## src/rtl/imem_loader.sv

```systemverilog
// Boot loader: 16-bit word-count header then big-endian words into instruction memory.
// One write per 4 accepted bytes (im_we the cycle after the 4th byte); in_ready is state-decoded, so upstream simply stalls.
module imem_loader #(
  parameter int AW = 10
) (
  input  logic          clk,
  input  logic          reset,
  input  logic          start,
  input  logic          in_valid,
  input  logic [7:0]    in_data,
  output logic          in_ready,
  output logic          im_we,
  output logic [AW-1:0] im_addr,
  output logic [31:0]   im_wdata,
  output logic          core_reset,
  output logic          busy,
  output logic          done,
  output logic          err
);

  typedef enum logic [2:0] {
    IDLE   = 3'd0,
    HDR_HI = 3'd1,
    HDR_LO = 3'd2,
    DATA   = 3'd3,
    DRAIN  = 3'd4,
    DONE   = 3'd5,
    ERR    = 3'd6
  } state_t;

  localparam logic [16:0] CAP = 17'(2 ** AW);

  state_t      state;
  state_t      state_nxt;
  logic [7:0]  n_hi;
  logic [15:0] n_words;
  logic [AW:0] word_idx;
  logic [1:0]  byte_idx;
  logic [23:0] word_acc;

  logic        acc;
  logic [15:0] hdr_word;
  logic        last_word;

  assign in_ready   = (state == HDR_HI) || (state == HDR_LO) || (state == DATA);
  assign busy       = in_ready || (state == DRAIN);
  assign done       = (state == DONE);
  assign err        = (state == ERR);
  // Core stays in reset everywhere except after a successful load.
  assign core_reset = (state != DONE);

  assign acc       = in_valid && in_ready;
  assign hdr_word  = {n_hi, in_data};
  assign last_word = ((17'(word_idx) + 17'd1) == {1'b0, n_words});

  always_ff @(posedge clk or negedge reset) begin
    if (!reset) begin
      state <= IDLE;
    end else begin
      state <= state_nxt;
    end
  end

  always_comb begin
    state_nxt = state;
    case (state)
      IDLE, DONE, ERR: begin
        if (start) state_nxt = HDR_HI;
      end
      HDR_HI: begin
        if (acc) state_nxt = HDR_LO;
      end
      HDR_LO: begin
        if (acc) begin
          if (hdr_word == 16'd0) begin
            state_nxt = DONE;
          end else if ({1'b0, hdr_word} > CAP) begin
            state_nxt = ERR;
          end else begin
            state_nxt = DATA;
          end
        end
      end
      DATA: begin
        if (acc && (byte_idx == 2'd3) && last_word) state_nxt = DRAIN;
      end
      DRAIN: begin
        state_nxt = DONE;
      end
      default: begin
        state_nxt = IDLE;
      end
    endcase
  end

  always_ff @(posedge clk or negedge reset) begin
    if (!reset) begin
      n_hi     <= 8'd0;
      n_words  <= 16'd0;
      word_idx <= '0;
      byte_idx <= 2'd0;
      word_acc <= 24'd0;
      im_we    <= 1'b0;
      im_addr  <= '0;
      im_wdata <= 32'd0;
    end else begin
      im_we <= 1'b0;
      if (acc) begin
        case (state)
          HDR_HI: begin
            n_hi <= in_data;
          end
          HDR_LO: begin
            n_words  <= hdr_word;
            word_idx <= '0;
            byte_idx <= 2'd0;
          end
          DATA: begin
            if (byte_idx == 2'd3) begin
              im_we    <= 1'b1;
              im_addr  <= word_idx[AW-1:0];
              im_wdata <= {word_acc, in_data};
              word_idx <= word_idx + 1'b1;
              byte_idx <= 2'd0;
            end else begin
              // First byte lands in the MSB.
              case (byte_idx)
                2'd0:    word_acc[23:16] <= in_data;
                2'd1:    word_acc[15:8]  <= in_data;
                default: word_acc[7:0]   <= in_data;
              endcase
              byte_idx <= byte_idx + 2'd1;
            end
          end
          default: begin
          end
        endcase
      end
    end
  end

endmodule

```

## config.mk

```make
export PLATFORM = sky130hd
export DESIGN_NAME = imem_loader
export DESIGN_NICKNAME = d
export VERILOG_FILES = /design/src/rtl/imem_loader.sv
export SDC_FILE = /design/constraint.sdc
export NUM_CORES = 1
export LEC_CHECK = 0
export BUFFER_PORTS_ARGS = -buffer_cell sky130_fd_sc_hd__buf_2
export CAP_MARGIN = 25
export CORE_ASPECT_RATIO = 1.2
export CORE_UTILIZATION = 29
export CTS_CLUSTER_SIZE = 16
export DETAILED_ROUTE_END_ITERATION = 16
export RECOVER_POWER = 25
export SETUP_SLACK_MARGIN = 0.3
export SLEW_MARGIN = 5
export SYNTH_ARGS = -nofsm -noshare
export SYNTH_HDL_FRONTEND = slang
export SYNTH_SLANG_ARGS = --single-unit
```

## constraint.sdc

```tcl
create_clock -name clk -period 6.1 [get_ports clk]
set_clock_uncertainty 0.2 [all_clocks]
set_input_delay 0.61 -clock clk [delete_from_list [all_inputs] [get_ports clk]]
set_output_delay 0.61 -clock clk [all_outputs]
set_load 0.01 [all_outputs]
```

**After elaboration in Yosys (flattened, before gate mapping)**

Index checks and enable logic that the tools add are counted.

- Logic and storage cells: 67
- Register bits after elaboration: 107

- Bitwise gates (word level): 2
- Add/subtract/negate cells: 3
- Reductions and logical operators: 21
- Equality and inequality tests: 15
- Muxes and demuxes: 14
- Magnitude comparators: 1

Operator list:

| kind | number |
|---|---|
| $pmux 11 s2 | 1 |
| $mux 3 | 6 |
| $eq 12x16->1 | 1 |
| $gt 16x11->1 const B | 1 |
| $logic_not 16->1 | 1 |
| $reduce_and 4->1 | 4 |
| $pmux 3 s5 | 1 |
| $add 11x1->12 const B | 1 |
| $add 11x1->11 const B | 1 |
| $mux 11 | 1 |
| $eq 3x3->1 const B | 3 |
| $eq 3x2->1 const B | 2 |
| $ne 2x2->1 const B | 3 |
| $reduce_and 2->1 | 3 |
| $reduce_and 3->1 | 2 |
| $ne 2x1->1 const B | 2 |
| $pmux 2 s2 | 1 |
| $eq 3x1->1 const B | 1 |
| $logic_and 1x1->1 | 3 |
| $logic_not 3->1 | 1 |
| $logic_or 1x1->1 | 3 |
| $mux 1 | 3 |
| $ne 3x3->1 const B | 1 |
| $reduce_or 3->1 | 1 |
| 8 further kinds | 9 |

**Logic depth before layout (Yosys ltp)**

- Depth after elaboration: 8
- Depth in mapped cells: 8
- Mapped depth without buffers: 7

**Worst setup path before layout**

Ideal clock, no wire load.

- Kind: register -> register
- Start point: register word_idx[0]
- End point: register state[1]
- Data arrival time: 2121 ps
- Setup slack: 3652 ps
- Stages on the path, launching flop included: 9
- Period minus slack after synthesis: 2448 ps
- Library setup time: 126 ps
- Data required time: 5774 ps
- Cell sequence: dfrtp_1 -> ha_1 -> and3_4 -> and3_1 -> buf_6 -> xnor2_2 -> a2111oi_4 -> a31oi_1 -> a311o_1

- Cells in the longest elaborated chain, start to end: 5

Ends and longest elaborated chain:

| item | RTL line | RTL |
|---|---|---|
| from (decl) | 37 | `logic [AW:0] word_idx;` |
| from (signal assigned) | 123 | `word_idx <= word_idx + 1'b1;` |
| $add 11x1->12 | 54 | `assign last_word = ((17'(word_idx) + 17'd1) == {1'b0, n_words});` |
| $eq 12x16->1 | 54 |  |
| $logic_and 1x1->1 | 85 | `if (acc && (byte_idx == 2'd3) && last_word) state_nxt = DRAIN;` |
| $ne 2x1->1 (no line) | -- |  |
| $reduce_and 4->1 (no line) | -- |  |
| to (signal assigned) | 60 | `state <= state_nxt;` |
| to (decl) | 33 | `state_t state;` |

Every way passes these cells.
A chain may end at the register's enable or synchronous reset.

==> results.json <==
{
  "ys.warnings.count": 0,
  "worst_skew_pair.late_latency_ns": 0.35,
  "detailroute.via_count": 3502,
  "tritoncts": "done",
  "layout_common_cells": "183 x nand2_1, 107 x dfrtp_1, 32 x clkbuf_1",
  "postSynthNetCount": 497,
  "htreeDepth": 3,
  "crit_fanout": 72,
  "antenna_found_initial": 0,
  "netlist-cell-type-count": 49,
  "startpoint_type": "primary input",
  "ys_seq_area_share_pct": 56.6,
  "floorplan.initialDensity_pct": 30.0,
  "drive_gt1_share_pct": 12.3,
  "detailedRoute.firstIterationViolations": 220,
  "num-fill-cells": 1619,
  "place.gp.congestion": 0.843,
  "grt_setup_unrepaired": "no",
  "max-slew-margin-rel_pct": -2.56,
  "drtPass1Iterations": 6,
  "arrival_time_at_the_worst_endpoint_ns": 3.21,
  "port_buffers": 59,
  "cp-end-kind": "asynchronous set/reset pin",
  "place_hpwl_um": 7580,
  "static-leakage-power_uw": 0.00267,
  "ioPinCount": 60,
  "synthesis.area_um2": 4730,
  "height_of_the_chip_um": 142,
  "power.ir.vdd_worst_v": 0.000186,
  "grt-ovfl-total": 0,
  "clock_pin_transition_on_the_worst_setup_and_hold_timing_paths_ns": 0.06,
  "timing.final.hold_violations": 0,
  "die_area_um2": 16800,
  "worst_hold_path_type": "reg2reg",
  "clkSinkCount": 107,
  "status": "complete, but fails checks",
  "slew_violations": 29,
  "layout.cells.most_common": "nand2_1",
  "route.detailed.vias_per_inst": 4.69,
  "use_met1_pct": 16.3,
  "core_area_um2": 15800,
  "synth.ff_latch_count": 107,
  "final-instance-count-excl-fill": 746,
  "placed_cells_incl_taps": 728,
  "period_needed_ns": 2.91,
  "synth_edf_count": 0,
  "drc_markers": 0,
  "post-route-period-util_pct": 47.7,
  "max_cap_viol_count": 1,
  "drt.antenna.violating_nets": 0,
  "area_growth_pct": 17.6,
  "fraction_of_registers_with_async_set_or_reset_after_synthesis_pct": 100,
  "setup_violations": 0,
  "total_negative_setup_slacks_ns": 0,
  "critical_path_class": "in2async",
  "netlist_instances": 480,
  "numCtsBuffers": 9,
  "tightest_slew_ns": 1.54,
  "grt_max_degree": 81,
  "gr-max-usage-layer": "met2",
  "failed_checks": "capacitance limit, slew limit",
  "avgSynthCellArea_um2": 9.86,
  "globalRouteMet3Util_pct": 2.84,
  "site_row_count": 50,
  "cellPowerDensity_nw_per_um2": 459,
  "fin_nets": 550,
  "routed_wirelength_um": 11000,
  "grt_pass1_wl_um": 18600,
  "synthFlopType": "dfrtp_1",
  "grt_usage_pct": 14.0,
  "grt_pass1_vias": 3602,
  "use_met2_pct": 25.4,
  "cp.required_ns": 6.40,
  "n_antenna_cell": 0,
  "chipWidth_um": 119,
  "post_drt_wl_per_cell_um": 14.8,
  "cts-root-buf": "clkbuf_16",
  "max-clock-path-buffers": 2,
  "resize_count_post_cts": 0,
  "fmaxAchievable_ghz": 0.344
}
-- per-stage QoR --
| step | util [%] | power (uW) | cell area [um2] | hold slack, ns | worst slack, ns |
|---|---|---|---|---|---|
| 5_1_grt | 35.3 | 2740 | 5560 | 0.296 | 2.78 |
| 6_report | 35.3 | 2560 | 5560 | 0.264 | 3.19 |
| 3_5_place_dp | 33.2 | 1930 | 5230 | 0.253 | 3.49 |
| 3_3_place_gp | 33.2 | 1900 | 5230 | 0.239 | 3.57 |
| 4_1_cts | 35.4 | 2610 | 5580 | 0.268 | 3.45 |
| 2_1_floorplan | - | 1640 | 4730 | 0.114 | 3.65 |
-- kinds of logic (layout without fill, tap and decap cells) --
family / Yosys count / after routing / synth area share [%]
flip-flops: 107 / 107 / 56.6
AO/OA/AOI/OAI: 49 / 49 / 6.79
AND/OR/NAND/NOR: 238 / 238 / 21.4
buffers and inverters: 31 / 89 / 2.70
multiplexers: 35 / 35 / 8.33
XOR/XNOR: 15 / 15 / 2.93
adder cells (fa/ha/maj): 5 / 5 / 1.32
-- power by group --
part | switching [uW] | internal, uW
clock network | 256 | 403
logic | 383 | 315
registers | 211 | 988
total | 850 | 1710
-- flip-flops by register name, summed over array words and instances (netlist names) --
name / count
word_acc: 24
n_words: 16
state: 3
byte_idx: 2
word_idx: 11
im_we: 1
im_addr: 10
im_wdata: 32
n_hi: 8
-- final timing paths --
kind	from	to	slack (ns)	depth (start not counted)
max	reset	word_acc[11]$_DFFE_PN0P_	3.19	4
max in group clk	word_idx[0]$_DFFE_PN0P_	state[1]$_DFFE_PN0P_	3.46	7
max reg2reg	word_idx[0]$_DFFE_PN0P_	state[1]$_DFFE_PN0P_	3.46	7
min	word_acc[14]$_DFFE_PN0P_	im_wdata[22]$_DFFE_PN0P_	0.26	2
min reg2reg	word_acc[14]$_DFFE_PN0P_	im_wdata[22]$_DFFE_PN0P_	0.26	2
min in group asynchronous	reset	im_addr[6]$_DFFE_PN0P_	0.98	2
-- layer usage --
metal,vias up,share of wire (%)
met5,-,0
met4,0,1.7
met3,13,3.9
met2,74,52
met1,1713,43
li1,1702,-
-- layout make-up --
cell class | instances | area, um2 | share of cell area (%)
Sequential cell | 107 | 2680 | 48.1
Multi-Input combinational cell | 342 | 1930 | 34.7
Inverter | 8 | 30.0 | 0.540
Tap cell | 208 | 260 | 4.68
Clock buffer | 10 | 229 | 4.12
Timing Repair Buffer | 65 | 322 | 5.78
Clock inverter | 6 | 113 | 2.02
-- cells in the mapped netlist, types with 2 or more instances --
library cell  count  share of area [%]
buf_2             3               0.32
nor2_1           13                1.0
xnor2_1           9                1.7
xor2_1            5               0.93
clkbuf_1         17                1.3
nand3b_1          3               0.48
o21ai_0          17                1.8
or4_1             2               0.32
dfrtp_1         107                 57
a22oi_1           2               0.32
inv_2             2               0.16
nor2b_1           2               0.26
mux2_2           10                2.4
nand3_1          10                1.1
nor3b_1           2               0.32
nor4_1            3               0.40
buf_1             2               0.16
o31ai_1           3               0.48
and4_1            2               0.37
nand2_1         183                 15
o21ai_1           9               0.95
a31oi_1           3               0.40
or3_1             2               0.26
and3_1            2               0.26
mux2_1           25                5.9
a21oi_1           5               0.53
nor3_1            4               0.42
ha_1              5                1.3
inv_1             6               0.48
nand4_1           3               0.40
-- worst max-delay path, stage by stage --
cell and delay, ns:
dlygate4sd3_1 0.53, clkbuf_1 1.11, clkbuf_1 0.53, buf_16 0.37
-- what timing repair did --
item	CTS	global route
endpoints found under the hold margin	27	0
setup buffers	0	0
setup endpoints to repair	0	0
hold buffers	1	0
Note: power is estimated with default switching activity, not from simulation.
